File: config.mk
export PLATFORM = sky130hd
export DESIGN_NAME = mem_access_unit
export DESIGN_NICKNAME = d
export VERILOG_FILES = /design/src/rtl/mem_access_unit.sv
export SDC_FILE = /design/constraint.sdc
export NUM_CORES = 1
export LEC_CHECK = 0
export ABC_AREA = 1
export CAP_MARGIN = 20
export CORE_UTILIZATION = 45
export CTS_BUF_LIST = sky130_fd_sc_hd__clkbuf_4 sky130_fd_sc_hd__clkbuf_8
export CTS_CLUSTER_SIZE = 24
export DETAILED_ROUTE_END_ITERATION = 12
export PLACE_DENSITY = 0.79
export SETUP_SLACK_MARGIN = 0.15
export SYNTH_ARGS = -nofsm -noshare
export SYNTH_HDL_FRONTEND = slang
export SYNTH_SLANG_ARGS = --single-unit
File: constraint.sdc
create_clock -name CLK -period 4 [get_ports CLK]
set_clock_uncertainty 0.2 [all_clocks]
set_input_delay 0.8 -clock CLK [delete_from_list [all_inputs] [get_ports CLK]]
set_output_delay 0.8 -clock CLK [all_outputs]
set_load 0.03 [all_outputs]
File: src/rtl/mem_access_unit.sv
// mem_access_unit: initiator side of the DataMemory interface.
// Turns CPU byte/half/word load/store requests into single-cycle memory accesses
// on DataMemory's active-low MemRead/MemWrite strobes. Loads are lane-extracted
// and sign/zero-extended. Sub-word stores are done as read-modify-write.
// All memory-side outputs come from registered state only, so they stay stable
// for a full CLK period.
module mem_access_unit #(
    parameter int unsigned ADDR_WIDTH = 32
) (
    input  logic                  CLK,
    input  logic                  Reset,
    // CPU side
    input  logic                  req,
    input  logic                  we,
    input  logic [1:0]            size,
    input  logic                  sign_ext,
    input  logic [ADDR_WIDTH-1:0] addr,
    input  logic [31:0]           wdata,
    output logic                  busy,
    output logic                  done,
    output logic                  err,
    output logic [31:0]           rdata,
    // DataMemory side
    output logic [ADDR_WIDTH-1:0] Address,
    output logic [31:0]           WriteData,
    output logic                  MemRead,
    output logic                  MemWrite,
    input  logic [31:0]           DataOut
);

    localparam logic [1:0] IDLE   = 2'd0;
    localparam logic [1:0] RD     = 2'd1;
    localparam logic [1:0] RMW_RD = 2'd2;
    localparam logic [1:0] WR     = 2'd3;

    localparam logic [1:0] SIZE_BYTE = 2'b00;
    localparam logic [1:0] SIZE_HALF = 2'b01;
    localparam logic [1:0] SIZE_WORD = 2'b10;

    logic [1:0]            state;
    logic [1:0]            stateNext;
    logic [ADDR_WIDTH-1:0] addrReg;
    logic [1:0]            laneReg;
    logic [1:0]            sizeReg;
    logic                  signExtReg;
    logic [15:0]           storeDataReg;
    logic [31:0]           writeBuf;
    logic [31:0]           rdataReg;
    logic                  doneReg;
    logic                  errReg;

    logic                  misaligned;
    logic                  accept;
    logic                  acceptOk;

    // Pick the addressed lane out of a memory word and extend it to 32 bits.
    function automatic logic [31:0] extractLoad(
        input logic [31:0] word,
        input logic [1:0]  lane,
        input logic [1:0]  sz,
        input logic        sx
    );
        logic [7:0]  b;
        logic [15:0] h;
        logic [31:0] res;
        b = word[{lane, 3'b000} +: 8];
        h = lane[1] ? word[31:16] : word[15:0];
        case (sz)
            SIZE_BYTE: res = {{24{sx & b[7]}}, b};
            SIZE_HALF: res = {{16{sx & h[15]}}, h};
            default:   res = word;
        endcase
        return res;
    endfunction

    // Overlay the latched byte/half onto the read word, other lanes untouched.
    function automatic logic [31:0] mergeStore(
        input logic [31:0] word,
        input logic [1:0]  lane,
        input logic [1:0]  sz,
        input logic [15:0] data
    );
        logic [31:0] res;
        res = word;
        if (sz == SIZE_BYTE) begin
            res[{lane, 3'b000} +: 8] = data[7:0];
        end else if (lane[1]) begin
            res[31:16] = data;
        end else begin
            res[15:0] = data;
        end
        return res;
    endfunction

    // Classify the incoming request; reserved size is treated as misaligned.
    always_comb begin
        misaligned = 1'b0;
        case (size)
            SIZE_BYTE: misaligned = 1'b0;
            SIZE_HALF: misaligned = addr[0];
            SIZE_WORD: misaligned = (addr[1:0] != 2'b00);
            default:   misaligned = 1'b1;
        endcase
        accept   = (state == IDLE) && req;
        acceptOk = accept && !misaligned;
    end

    // Next-state decode: every non-idle state lasts exactly one cycle.
    always_comb begin
        stateNext = state;
        case (state)
            IDLE: begin
                if (acceptOk) begin
                    if (!we) begin
                        stateNext = RD;
                    end else if (size == SIZE_WORD) begin
                        stateNext = WR;
                    end else begin
                        stateNext = RMW_RD;
                    end
                end
            end
            RD:      stateNext = IDLE;
            RMW_RD:  stateNext = WR;
            WR:      stateNext = IDLE;
            default: stateNext = IDLE;
        endcase
    end

    // State register; reset drops any in-flight access at once.
    always_ff @(posedge CLK or posedge Reset) begin
        if (Reset) begin
            state <= IDLE;
        end else begin
            state <= stateNext;
        end
    end

    // Request latches, captured only when a well-formed request is accepted.
    always_ff @(posedge CLK or posedge Reset) begin
        if (Reset) begin
            addrReg      <= '0;
            laneReg      <= 2'b00;
            sizeReg      <= SIZE_BYTE;
            signExtReg   <= 1'b0;
            storeDataReg <= 16'h0000;
        end else if (acceptOk) begin
            addrReg      <= {addr[ADDR_WIDTH-1:2], 2'b00};
            laneReg      <= addr[1:0];
            sizeReg      <= size;
            signExtReg   <= sign_ext;
            storeDataReg <= wdata[15:0];
        end
    end

    // Write buffer: full word straight from the CPU, or the RMW merge result.
    always_ff @(posedge CLK or posedge Reset) begin
        if (Reset) begin
            writeBuf <= 32'h0000_0000;
        end else if (acceptOk && we && (size == SIZE_WORD)) begin
            writeBuf <= wdata;
        end else if (state == RMW_RD) begin
            writeBuf <= mergeStore(DataOut, laneReg, sizeReg, storeDataReg);
        end
    end

    // Load result; only a completed RD updates it, so err leaves it untouched.
    always_ff @(posedge CLK or posedge Reset) begin
        if (Reset) begin
            rdataReg <= 32'h0000_0000;
        end else if (state == RD) begin
            rdataReg <= extractLoad(DataOut, laneReg, sizeReg, signExtReg);
        end
    end

    // Completion pulses: one cycle after the last access cycle, or right after
    // a rejected request.
    always_ff @(posedge CLK or posedge Reset) begin
        if (Reset) begin
            doneReg <= 1'b0;
            errReg  <= 1'b0;
        end else begin
            doneReg <= (state == RD) || (state == WR) || (accept && misaligned);
            errReg  <= accept && misaligned;
        end
    end

    // Output decode from registered state only; RD/RMW_RD and WR are exclusive
    // states, so the two strobes can never be low together.
    always_comb begin
        busy      = (state != IDLE);
        MemRead   = !((state == RD) || (state == RMW_RD));
        MemWrite  = !(state == WR);
        Address   = addrReg;
        WriteData = writeBuf;
        rdata     = rdataReg;
        done      = doneReg;
        err       = errReg;
    end

endmodule

==> impl_metrics.py, run 1 <==
metrics = {
    "outcome": {
        "status": "finished clean",
    },
    "clock_tree": {
        "cts_num_sinks": 119,
        "clock_insertion_delay_worst_skew_ns": 0.47,
        "cts_resized": 0,
        "cts_buffer_depth": 2,
        "cts_inserted_buffers": 17,
        "tritoncts_clock_tree": "yes",
        "postCtsHoldBufs": 0,
        "clk_slew_on_worst_s_h_paths_ns": 0.07,
        "clock_tree.htree_level_count": 4,
        "cts-root-buf": "sky130_fd_sc_hd__clkbuf_8",
        "postCtsSetupRepairBufs": 0,
    },
    "timing": {
        "finalWorstSetupSlack_ns": 1.04,
        "upper_clock_frequency_limit_mhz": 338,
        "setup_violations": 0,
        "final_max_slew_viol_count": 0,
        "portion_of_the_clock_cycle_consumed_by_the_worst_path_in_the_final_layout_pct": 74.0,
        "max_slew_margin_pct": 44.4,
        "timing_worst_slew_pin_value_ns": 0.835,
        "rsz_0062_raised_after_global_routing": "no",
        "final.hold.worst_slack_ns": 0.270,
        "tns_ns": 0,
        "period_minus_slack_ns": 2.96,
        "hold_viol_final": 0,
    },
    "cells_and_area": {
        "diodes": 0,
        "drive_above_1_share_pct": 6.64,
        "multiInputGateArea_sq_um": 3430,
        "final_net_count": 1275,
        "area.growth.synth_to_final_pct": 34.8,
        "fillCellCount": 1393,
        "regArea_sq_um": 2980,
    },
    "setup_path": {
        "cp.arrival_ns": 1.96,
        "worst_setup_path_startpoint": "state[1]",
        "criticalPathCategory": "reg2out",
        "rr_startpoint": "laneReg[1]",
        "startpoint_type_of_the_worst_setup_path": "flop",
        "end_kind": "output port",
        "crit_required_ns": 3.00,
        "path_max_fanout": 4,
    },
    "die": {
        "dieHeight_um": 127,
        "die_width_um": 127,
        "num_io_pins": 204,
        "floorplan.initialDensity_pct": 46.2,
        "floorplan.die_area_sq_um": 16100,
        "rows": 45,
        "floorplan.core_area_sq_um": 15200,
    },
    "detailed_routing": {
        "detail_route_antenna_nets": 0,
        "routed_wl_um": 22900,
        "viasPerCell": 5.48,
        "dr.pass1.iters": 8,
        "routed_length_on_met3_um": 2380,
        "drt_iter0_drc": 740,
        "detail_route.drc_violations": 0,
        "via_count": 7471,
        "highest-signal-layer": "met4",
        "wl_met2_um": 10400,
        "route.detailed.wl_per_inst_um": 16.8,
        "wl_met1_um": 9570,
    },
    "synthesis": {
        "sequential_share_of_the_synthesized_area_pct": 42.4,
        "synthDistinctLibCells": 31,
        "synth-seq-cells": 119,
        "synthTopCellsByArea": "sky130_fd_sc_hd__dfrtp_1 42%, sky130_fd_sc_hd__nand2_1 19%, sky130_fd_sc_hd__nand3_1 9.4%",
        "synth.largest_area_cell": "sky130_fd_sc_hd__dfrtp_1",
        "post_syn_instances": 991,
        "post_synthesis_mean_instance_area_sq_um": 7.09,
        "yosys_warnings": 0,
        "yosys.area.top_type_share_pct": 42.4,
        "post_synth_instance_area_sq_um": 7030,
    },
    "pwr": {
        "cellLeakagePower_nw": 4.57,
        "power_per_cell_area_nw_per_um2": 869,
        "vdd.ir_drop.worst_mv": 0.449,
        "p_total_mw": 8.24,
    },
    "placement": {
        "hpwl_um": 16300,
        "post-place-ws_ns": 1.06,
        "gp_congestion": 0.991,
        "port_buffers": 201,
    },
    "global_route": {
        "grt.total_usage_pct": 29.9,
        "antenna_violations_before_repair": 0,
        "total_overflow_reported_by_the_global_router": 0,
        "largest_net_degree_at_the_start_of_global_routing": 67,
        "grt_first_pass_wirelength_um": 37500,
        "grt_pass1_vias": 7084,
    },
    "job": {
        "number_of_max_capacitance_violations_reported": 0,
    },
    "min_path": {
        "min-delay-path-class": "reg2reg",
        "min-delay-start": "Address[6]",
    },
}
==> cell type report <==
class | count | area share, %
multi-input cells | 732 | 36.2
flip-flops and latches | 119 | 31.4
repair buffers | 218 | 22.6
inverters | 74 | 3.02
clock buffers | 19 | 2.76
well taps | 188 | 2.48
clock inverters | 13 | 1.54
==> critical path: stages, from the launching register on <==
cell and delay (ns):
sky130_fd_sc_hd__dfrtp_1 0.40, sky130_fd_sc_hd__inv_1 0.13, sky130_fd_sc_hd__ha_1 0.24, sky130_fd_sc_hd__inv_1 0.05, sky130_fd_sc_hd__clkdlybuf4s50_1 0.66
==> final timing paths <==
path                                      end  slack (ns)  depth (start not counted)
min in group asynchronous          Address[3]        0.38                          2
max in group asynchronous       WriteData[20]        2.18                          3
worst max register to register  WriteData[30]        1.53                         10
worst max-delay path                  MemRead        1.04                          4
worst min-delay path               Address[6]        0.27                          2
worst min register to register     Address[6]        0.27                          2
==> cell usage in the layout, fill, tap and decap left out, drive strengths merged <==
cell,netlist,final
buf,40,17
inv,68,70
o211ai,7,7
o22a,1,1
a21oi,83,83
bufinv,0,2
clkbuf,27,19
clkinv,6,12
a31oi,1,1
nand3,134,134
nand3b,2,2
dfrtp,119,119
nand2,361,361
clkinvlp,0,3
conb,1,2
nand4,52,52
o21ai,41,41
ha,10,10
clkdlybuf4s50,0,201
nor2,38,38
==> kinds of logic after synthesis <==
kind of cell	Yosys count	synth area share, %
AO/OA/AOI/OAI	133	10.3
adder cells (fa/ha/maj)	10	1.78
buffers and inverters	141	8.95
flip-flops	119	42.4
other	1	0.0533
AND/OR/NAND/NOR	587	36.5
==> where the power goes <==
group          internal (mW)  switching [mW]  total, mW  leakage, nW
registers               1.79           0.426       2.21         1.46
clock network          0.592           0.548       1.14        0.203
logic                   1.75            3.13       4.89         2.91
==> synthesized netlist by cell type, drive strengths merged <==
library cell,number
a31oi,1
ha,10
o22a,1
buf,40
nand3b,2
nand2,361
dfrtp,119
inv,68
nor2,38
conb,1
nand3,134
clkinv,6
clkbuf,27
nand4,52
a21oi,83
o21ai,41
o211ai,7
==> stage by stage <==
step / area, sq um / utilization [%] / instances
after floorplan: 7040 / - / 992
after global placement: 9070 / 59.6 / 1331
after detailed placement: 9070 / 59.6 / 1331
after CTS: 9480 / 62.3 / 1363
after global routing: 9480 / 62.3 / 1363
final: 9480 / 62.3 / 1363
==> routing by layer <==
layer,vias up,global-route usage (%)
met5,-,0
met3,42,8.21
met1,3454,40.1
met2,382,46.2
li1,3593,-
met4,0,11.2
==> registers in the layout, summed over array words and instances (netlist names) <==
name          flops
Address          30
WriteData        32
done              1
err               1
laneReg           2
rdata            32
signExtReg        1
sizeReg           2
state             2
storeDataReg     16
Power figures use the tool's default switching activity.
==> run 2: changes to the inputs <==
Settings changed: PLACE_DENSITY 0.79 to 0.76.
Clock period 4 ns to 2.8 ns, I/O delays scaled along.
==> impl_metrics.py, run 2 (synthesis results as in run 1) <==
metrics = {
    "outcome": {
        "status": "finished clean",
    },
    "timing": {
        "portion_of_the_clock_cycle_consumed_by_the_worst_path_in_the_final_layout_pct": 91.1,
        "final.hold.worst_slack_ns": 0.274,
        "tns_ns": 0,
        "upper_clock_frequency_limit_mhz": 392,
        "period_minus_slack_ns": 2.55,
        "max_slew_margin_pct": 57.7,
        "final_max_slew_viol_count": 0,
        "rsz_0062_raised_after_global_routing": "no",
        "hold_viol_final": 0,
        "setup_violations": 0,
        "timing_worst_slew_pin_value_ns": 0.635,
    },
    "clock_tree": {
        "cts-root-buf": "sky130_fd_sc_hd__clkbuf_8",
        "clk_slew_on_worst_s_h_paths_ns": 0.08,
        "cts_resized": 2,
        "cts_num_sinks": 119,
        "postCtsSetupRepairBufs": 0,
        "clock_insertion_delay_worst_skew_ns": 0.46,
        "clock_tree.htree_level_count": 4,
        "cts_buffer_depth": 2,
        "postCtsHoldBufs": 0,
        "tritoncts_clock_tree": "yes",
        "cts_inserted_buffers": 17,
    },
    "cells_and_area": {
        "drive_above_1_share_pct": 7.35,
        "fillCellCount": 1401,
        "highest_count_cells_in_the_layout_ignoring_fill_and_taps": "355 x sky130_fd_sc_hd__nand2_1, 199 x sky130_fd_sc_hd__clkdlybuf4s50_1, 132 x sky130_fd_sc_hd__nand3_1, 119 x sky130_fd_sc_hd__dfrtp_1, 73 x sky130_fd_sc_hd__a21oi_1",
        "finalNonFillerCells": 1372,
        "multiInputGateArea_sq_um": 3430,
        "most_common_library_cell_in_the_layout_ignoring_fill_and_taps": "sky130_fd_sc_hd__nand2_1",
        "final_net_count": 1284,
        "area.growth.synth_to_final_pct": 36.1,
        "diodes": 0,
        "regArea_sq_um": 2980,
    },
    "min_path": {
        "hold_path_cell_cnt": 2,
        "holdPathEnd": "Address[8]",
        "min-delay-path-class": "reg2reg",
        "min-delay-start": "Address[8]",
    },
    "global_route": {
        "grt_pass1_vias": 6864,
        "total_overflow_reported_by_the_global_router": 0,
        "grt_first_pass_wirelength_um": 37000,
        "largest_net_degree_at_the_start_of_global_routing": 120,
        "antenna_violations_before_repair": 0,
        "grt.total_usage_pct": 29.7,
    },
    "pwr": {
        "cellLeakagePower_nw": 4.62,
        "p_total_mw": 11.9,
        "power_per_cell_area_nw_per_um2": 1240,
        "vdd.ir_drop.worst_mv": 0.782,
    },
    "setup_path": {
        "critical_path_depth": 3,
        "rr_startpoint": "laneReg[1]",
        "crit_path_max_incr_delay_ns": 0.66,
        "crit_family": "buffers and inverters",
        "path_buf_inv": 2,
        "crit_required_ns": 2.04,
        "startpoint_type_of_the_worst_setup_path": "flop",
        "end_kind": "output port",
        "cp.arrival_ns": 1.79,
        "criticalPathCategory": "reg2out",
        "reg2reg_setup_slack_ns": 0.39,
        "crit_slowest_cell": "sky130_fd_sc_hd__clkdlybuf4s50_1",
        "reg2reg_to": "WriteData[13]",
        "path_max_fanout": 3,
        "crit_path_cell_trace": "ha_1, inv_1, clkdlybuf4s50_1",
        "r2r.worst_path.cells": 8,
    },
    "placement": {
        "placedCellCount": 1340,
        "hpwl_um": 16900,
        "gp_congestion": 0.954,
        "port_buffers": 201,
    },
    "detailed_routing": {
        "drt_iter0_drc": 667,
        "via_count": 7431,
        "detail_route.drc_violations": 0,
        "viasPerCell": 5.42,
        "routed_wl_um": 23400,
        "detail_route_antenna_nets": 0,
        "dr.pass1.iters": 5,
        "route.detailed.wl_per_inst_um": 17.1,
    },
    "die": {
        "die_width_um": 127,
        "floorplan.initialDensity_pct": 46.2,
        "floorplan.die_area_sq_um": 16100,
        "rows": 45,
        "num_io_pins": 204,
        "dieHeight_um": 127,
        "floorplan.core_area_sq_um": 15200,
    },
    "job": {
        "number_of_max_capacitance_violations_reported": 0,
    },
}
==> run 2: power breakdown <==
group          internal (mW)  total (mW)  switching, mW
registers               2.55        3.17          0.618
clock network          0.740        1.58          0.842
logic                   2.57        7.10           4.53
total                   5.86        11.9           5.99
==> run 2: metrics by stage <==
step                      worst slack, ns  cell area [sq um]  utilization, %
after floorplan                     0.585               7040               -
after global placement              0.330               9170            60.3
after detailed placement            0.312               9170            60.3
after CTS                           0.228               9560            62.9
after global routing                0.184               9560            62.9
final                               0.250               9560            62.9
==> run 2: worst max-delay path by stage <==
stage | start | to
5_1_grt | state[0] | MemWrite
4_1_cts | state[0] | MemWrite
6_report | state[1] | MemWrite
3_5_place_dp | addr[0] | WriteData[30]
3_3_place_gp | addr[0] | WriteData[30]
2_1_floorplan | Reset | Address[10]
==> run 2: layout make-up <==
type,count,share of cell area (%)
clock buffers,17,2.45
flip-flops and latches,119,31.1
well taps,188,2.46
multi-input cells,732,35.8
clock inverters,15,1.67
repair buffers,227,23.4
inverters,74,3.00
==> run 2: routing by layer <==
layer / GRT usage, % / wire (um) / up-vias
met3: 8.17 / 2360 / 39
li1: - / - / 3611
met2: 46.3 / 10600 / 372
met1: 39.3 / 9790 / 3409
met4: 11.3 / 645 / 0
met5: 0 / 0 / -
==> run 2: tightest hold or removal path: cells and delay by family (launching register included) <==
kind | cells | cell delay [ns]
AND/OR/NAND/NOR | 2 | 0.10
flip-flops | 1 | 0.35
==> run 3: changes to the inputs <==
Settings changed: CAP_MARGIN 20 to 10, CORE_MARGIN set to 3.
==> impl_metrics.py, run 3 (synthesis results as in run 1) <==
metrics = {
    "clock_tree": {
        "postCtsHoldBufs": 0,
        "cts_inserted_buffers": 17,
        "clock_tree.htree_level_count": 4,
        "clock_insertion_delay_worst_skew_ns": 0.45,
        "cts_num_sinks": 119,
        "clk_slew_on_worst_s_h_paths_ns": 0.08,
        "cts_buffer_depth": 2,
        "tritoncts_clock_tree": "yes",
        "cts-root-buf": "sky130_fd_sc_hd__clkbuf_8",
    },
    "die": {
        "floorplan.core_area_sq_um": 15300,
        "floorplan.die_area_sq_um": 17200,
        "num_io_pins": 204,
        "die_width_um": 131,
        "rows": 45,
        "floorplan.initialDensity_pct": 46.1,
        "dieHeight_um": 131,
    },
    "detailed_routing": {
        "drt_iter0_drc": 689,
        "dr.pass1.iters": 7,
        "routed_length_on_met3_um": 2270,
        "detail_route_antenna_nets": 0,
        "route.detailed.wl_per_inst_um": 16.9,
        "wl_met1_um": 10200,
        "via_count": 7552,
        "highest-signal-layer": "met4",
        "viasPerCell": 5.40,
        "routed_wl_um": 23600,
        "detail_route.drc_violations": 0,
        "wl_met2_um": 10700,
    },
    "setup_path": {
        "criticalPathCategory": "reg2out",
        "crit_family": "buffers and inverters",
        "reg2reg_setup_slack_ns": 0.60,
        "path_buf_inv": 2,
        "critical_path_depth": 3,
        "crit_path_cell_trace": "ha_1, inv_1, clkdlybuf4s50_1",
        "crit_slowest_cell": "sky130_fd_sc_hd__clkdlybuf4s50_1",
        "startpoint_type_of_the_worst_setup_path": "flop",
        "worst_setup_path_startpoint": "state[0]",
        "rr_startpoint": "laneReg[1]",
        "cp.arrival_ns": 1.79,
        "reg2reg_to": "WriteData[9]",
        "setup.worst_path.end": "MemWrite",
        "crit_path_max_incr_delay_ns": 0.67,
        "crit_required_ns": 2.04,
        "r2r.worst_path.cells": 10,
        "path_max_fanout": 3,
        "end_kind": "output port",
    },
    "timing": {
        "tns_ns": 0,
        "timing_worst_slew_pin_value_ns": 0.648,
        "setup_violations": 0,
        "max_slew_margin_pct": 56.8,
        "portion_of_the_clock_cycle_consumed_by_the_worst_path_in_the_final_layout_pct": 91.1,
        "period_minus_slack_ns": 2.55,
        "finalWorstSetupSlack_ns": 0.248,
        "rsz_0062_raised_after_global_routing": "no",
        "upper_clock_frequency_limit_mhz": 392,
        "hold_viol_final": 0,
        "final_max_slew_viol_count": 0,
    },
    "cells_and_area": {
        "final_net_count": 1288,
        "diodes": 0,
        "fillCellCount": 1423,
        "drive_above_1_share_pct": 7.66,
        "multiInputGateArea_sq_um": 3430,
        "highest_count_cells_in_the_layout_ignoring_fill_and_taps": "355 x sky130_fd_sc_hd__nand2_1, 199 x sky130_fd_sc_hd__clkdlybuf4s50_1, 132 x sky130_fd_sc_hd__nand3_1, 119 x sky130_fd_sc_hd__dfrtp_1, 73 x sky130_fd_sc_hd__a21oi_1",
        "regArea_sq_um": 2980,
        "most_common_library_cell_in_the_layout_ignoring_fill_and_taps": "sky130_fd_sc_hd__nand2_1",
        "finalNonFillerCells": 1399,
        "area.growth.synth_to_final_pct": 37.1,
    },
    "placement": {
        "placedCellCount": 1367,
        "hpwl_um": 17100,
        "post-place-ws_ns": 0.357,
        "port_buffers": 201,
        "gp_congestion": 1.01,
    },
    "pwr": {
        "vdd.ir_drop.worst_mv": 0.792,
        "clock_power_share_pct": 13.7,
        "power_frac_comb_pct": 59.8,
        "power_frac_seq_pct": 26.5,
        "power_report.internal_total_mw": 5.99,
        "power_per_cell_area_nw_per_um2": 1240,
        "power.switching_mw": 5.95,
        "switching_share_pct": 49.8,
        "p_total_mw": 11.9,
        "cellLeakagePower_nw": 4.65,
    },
    "global_route": {
        "largest_net_degree_at_the_start_of_global_routing": 120,
        "antenna_violations_before_repair": 0,
        "grt.total_usage_pct": 28.0,
        "grt_pass1_vias": 7008,
        "grt_first_pass_wirelength_um": 37200,
        "total_overflow_reported_by_the_global_router": 0,
    },
    "job": {
        "number_of_max_capacitance_violations_reported": 0,
    },
    "outcome": {
        "status": "finished clean",
    },
    "min_path": {
        "min-delay-path-class": "reg2reg",
    },
}
-- run 3: what timing repair did --
item	CTS	global route
buffers inserted	0	0
endpoints found under the setup margin	2	0
gates resized for setup	2	0
-- run 3: power groups by stage --
stage               logic, mW  registers [mW]  clock network (mW)
finish                   7.14            3.17                1.64
global route             7.86            3.25                1.73
CTS                      7.13            3.15                1.66
detailed placement       7.12            3.16                   0
global placement         7.05            3.17                   0
floorplan                3.37            4.32                   0
-- run 3: worst reg2reg max path: cells and delay by family, from the launching register on --
family	cells	cell delay (ns)
adders and majority gates	1	0.21
DFF	1	0.48
buffers and inverters	3	0.49
AOI/OAI and AO/OA	1	0.25
and+or+nand+nor	5	0.53
-- run 3: through the flow --
stage / util [%] / cell area (sq um) / hold slack [ns]
after floorplan: - / 7040 / 0.264
after global placement: 60.5 / 9230 / 0.253
after detailed placement: 60.5 / 9230 / 0.259
after CTS: 63.2 / 9640 / 0.278
after global routing: 63.2 / 9640 / 0.298
final: 63.2 / 9640 / 0.272
-- run 3: layer usage --
metal	GRT usage, %	up-vias
li1	-	3619
met1	38.9	3524
met2	43.1	373
met3	7.07	36
met4	8.59	0
met5	0	-
-- run 3: final cells by class --
type	count	area share (%)
clock buffer	18	2.57
multi-input combinational	732	35.6
clock inverter	14	1.69
tap	211	2.74
inverter	74	2.97
sequential	119	30.9
timing repair buffer	231	23.6
-- run 3: worst min-delay path by stage --
| stage | start | to | slack (ns) | depth (start not counted) |
|---|---|---|---|---|
| CTS | Address[4] | Address[4] | 0.28 | 2 |
| global route | Address[18] | Address[18] | 0.30 | 2 |
| floorplan | storeDataReg[10] | storeDataReg[10] | 0.26 | 2 |
| global placement | Address[2] | Address[2] | 0.25 | 2 |
| finish | Address[4] | Address[4] | 0.27 | 2 |
| detailed placement | Address[4] | Address[4] | 0.26 | 2 |
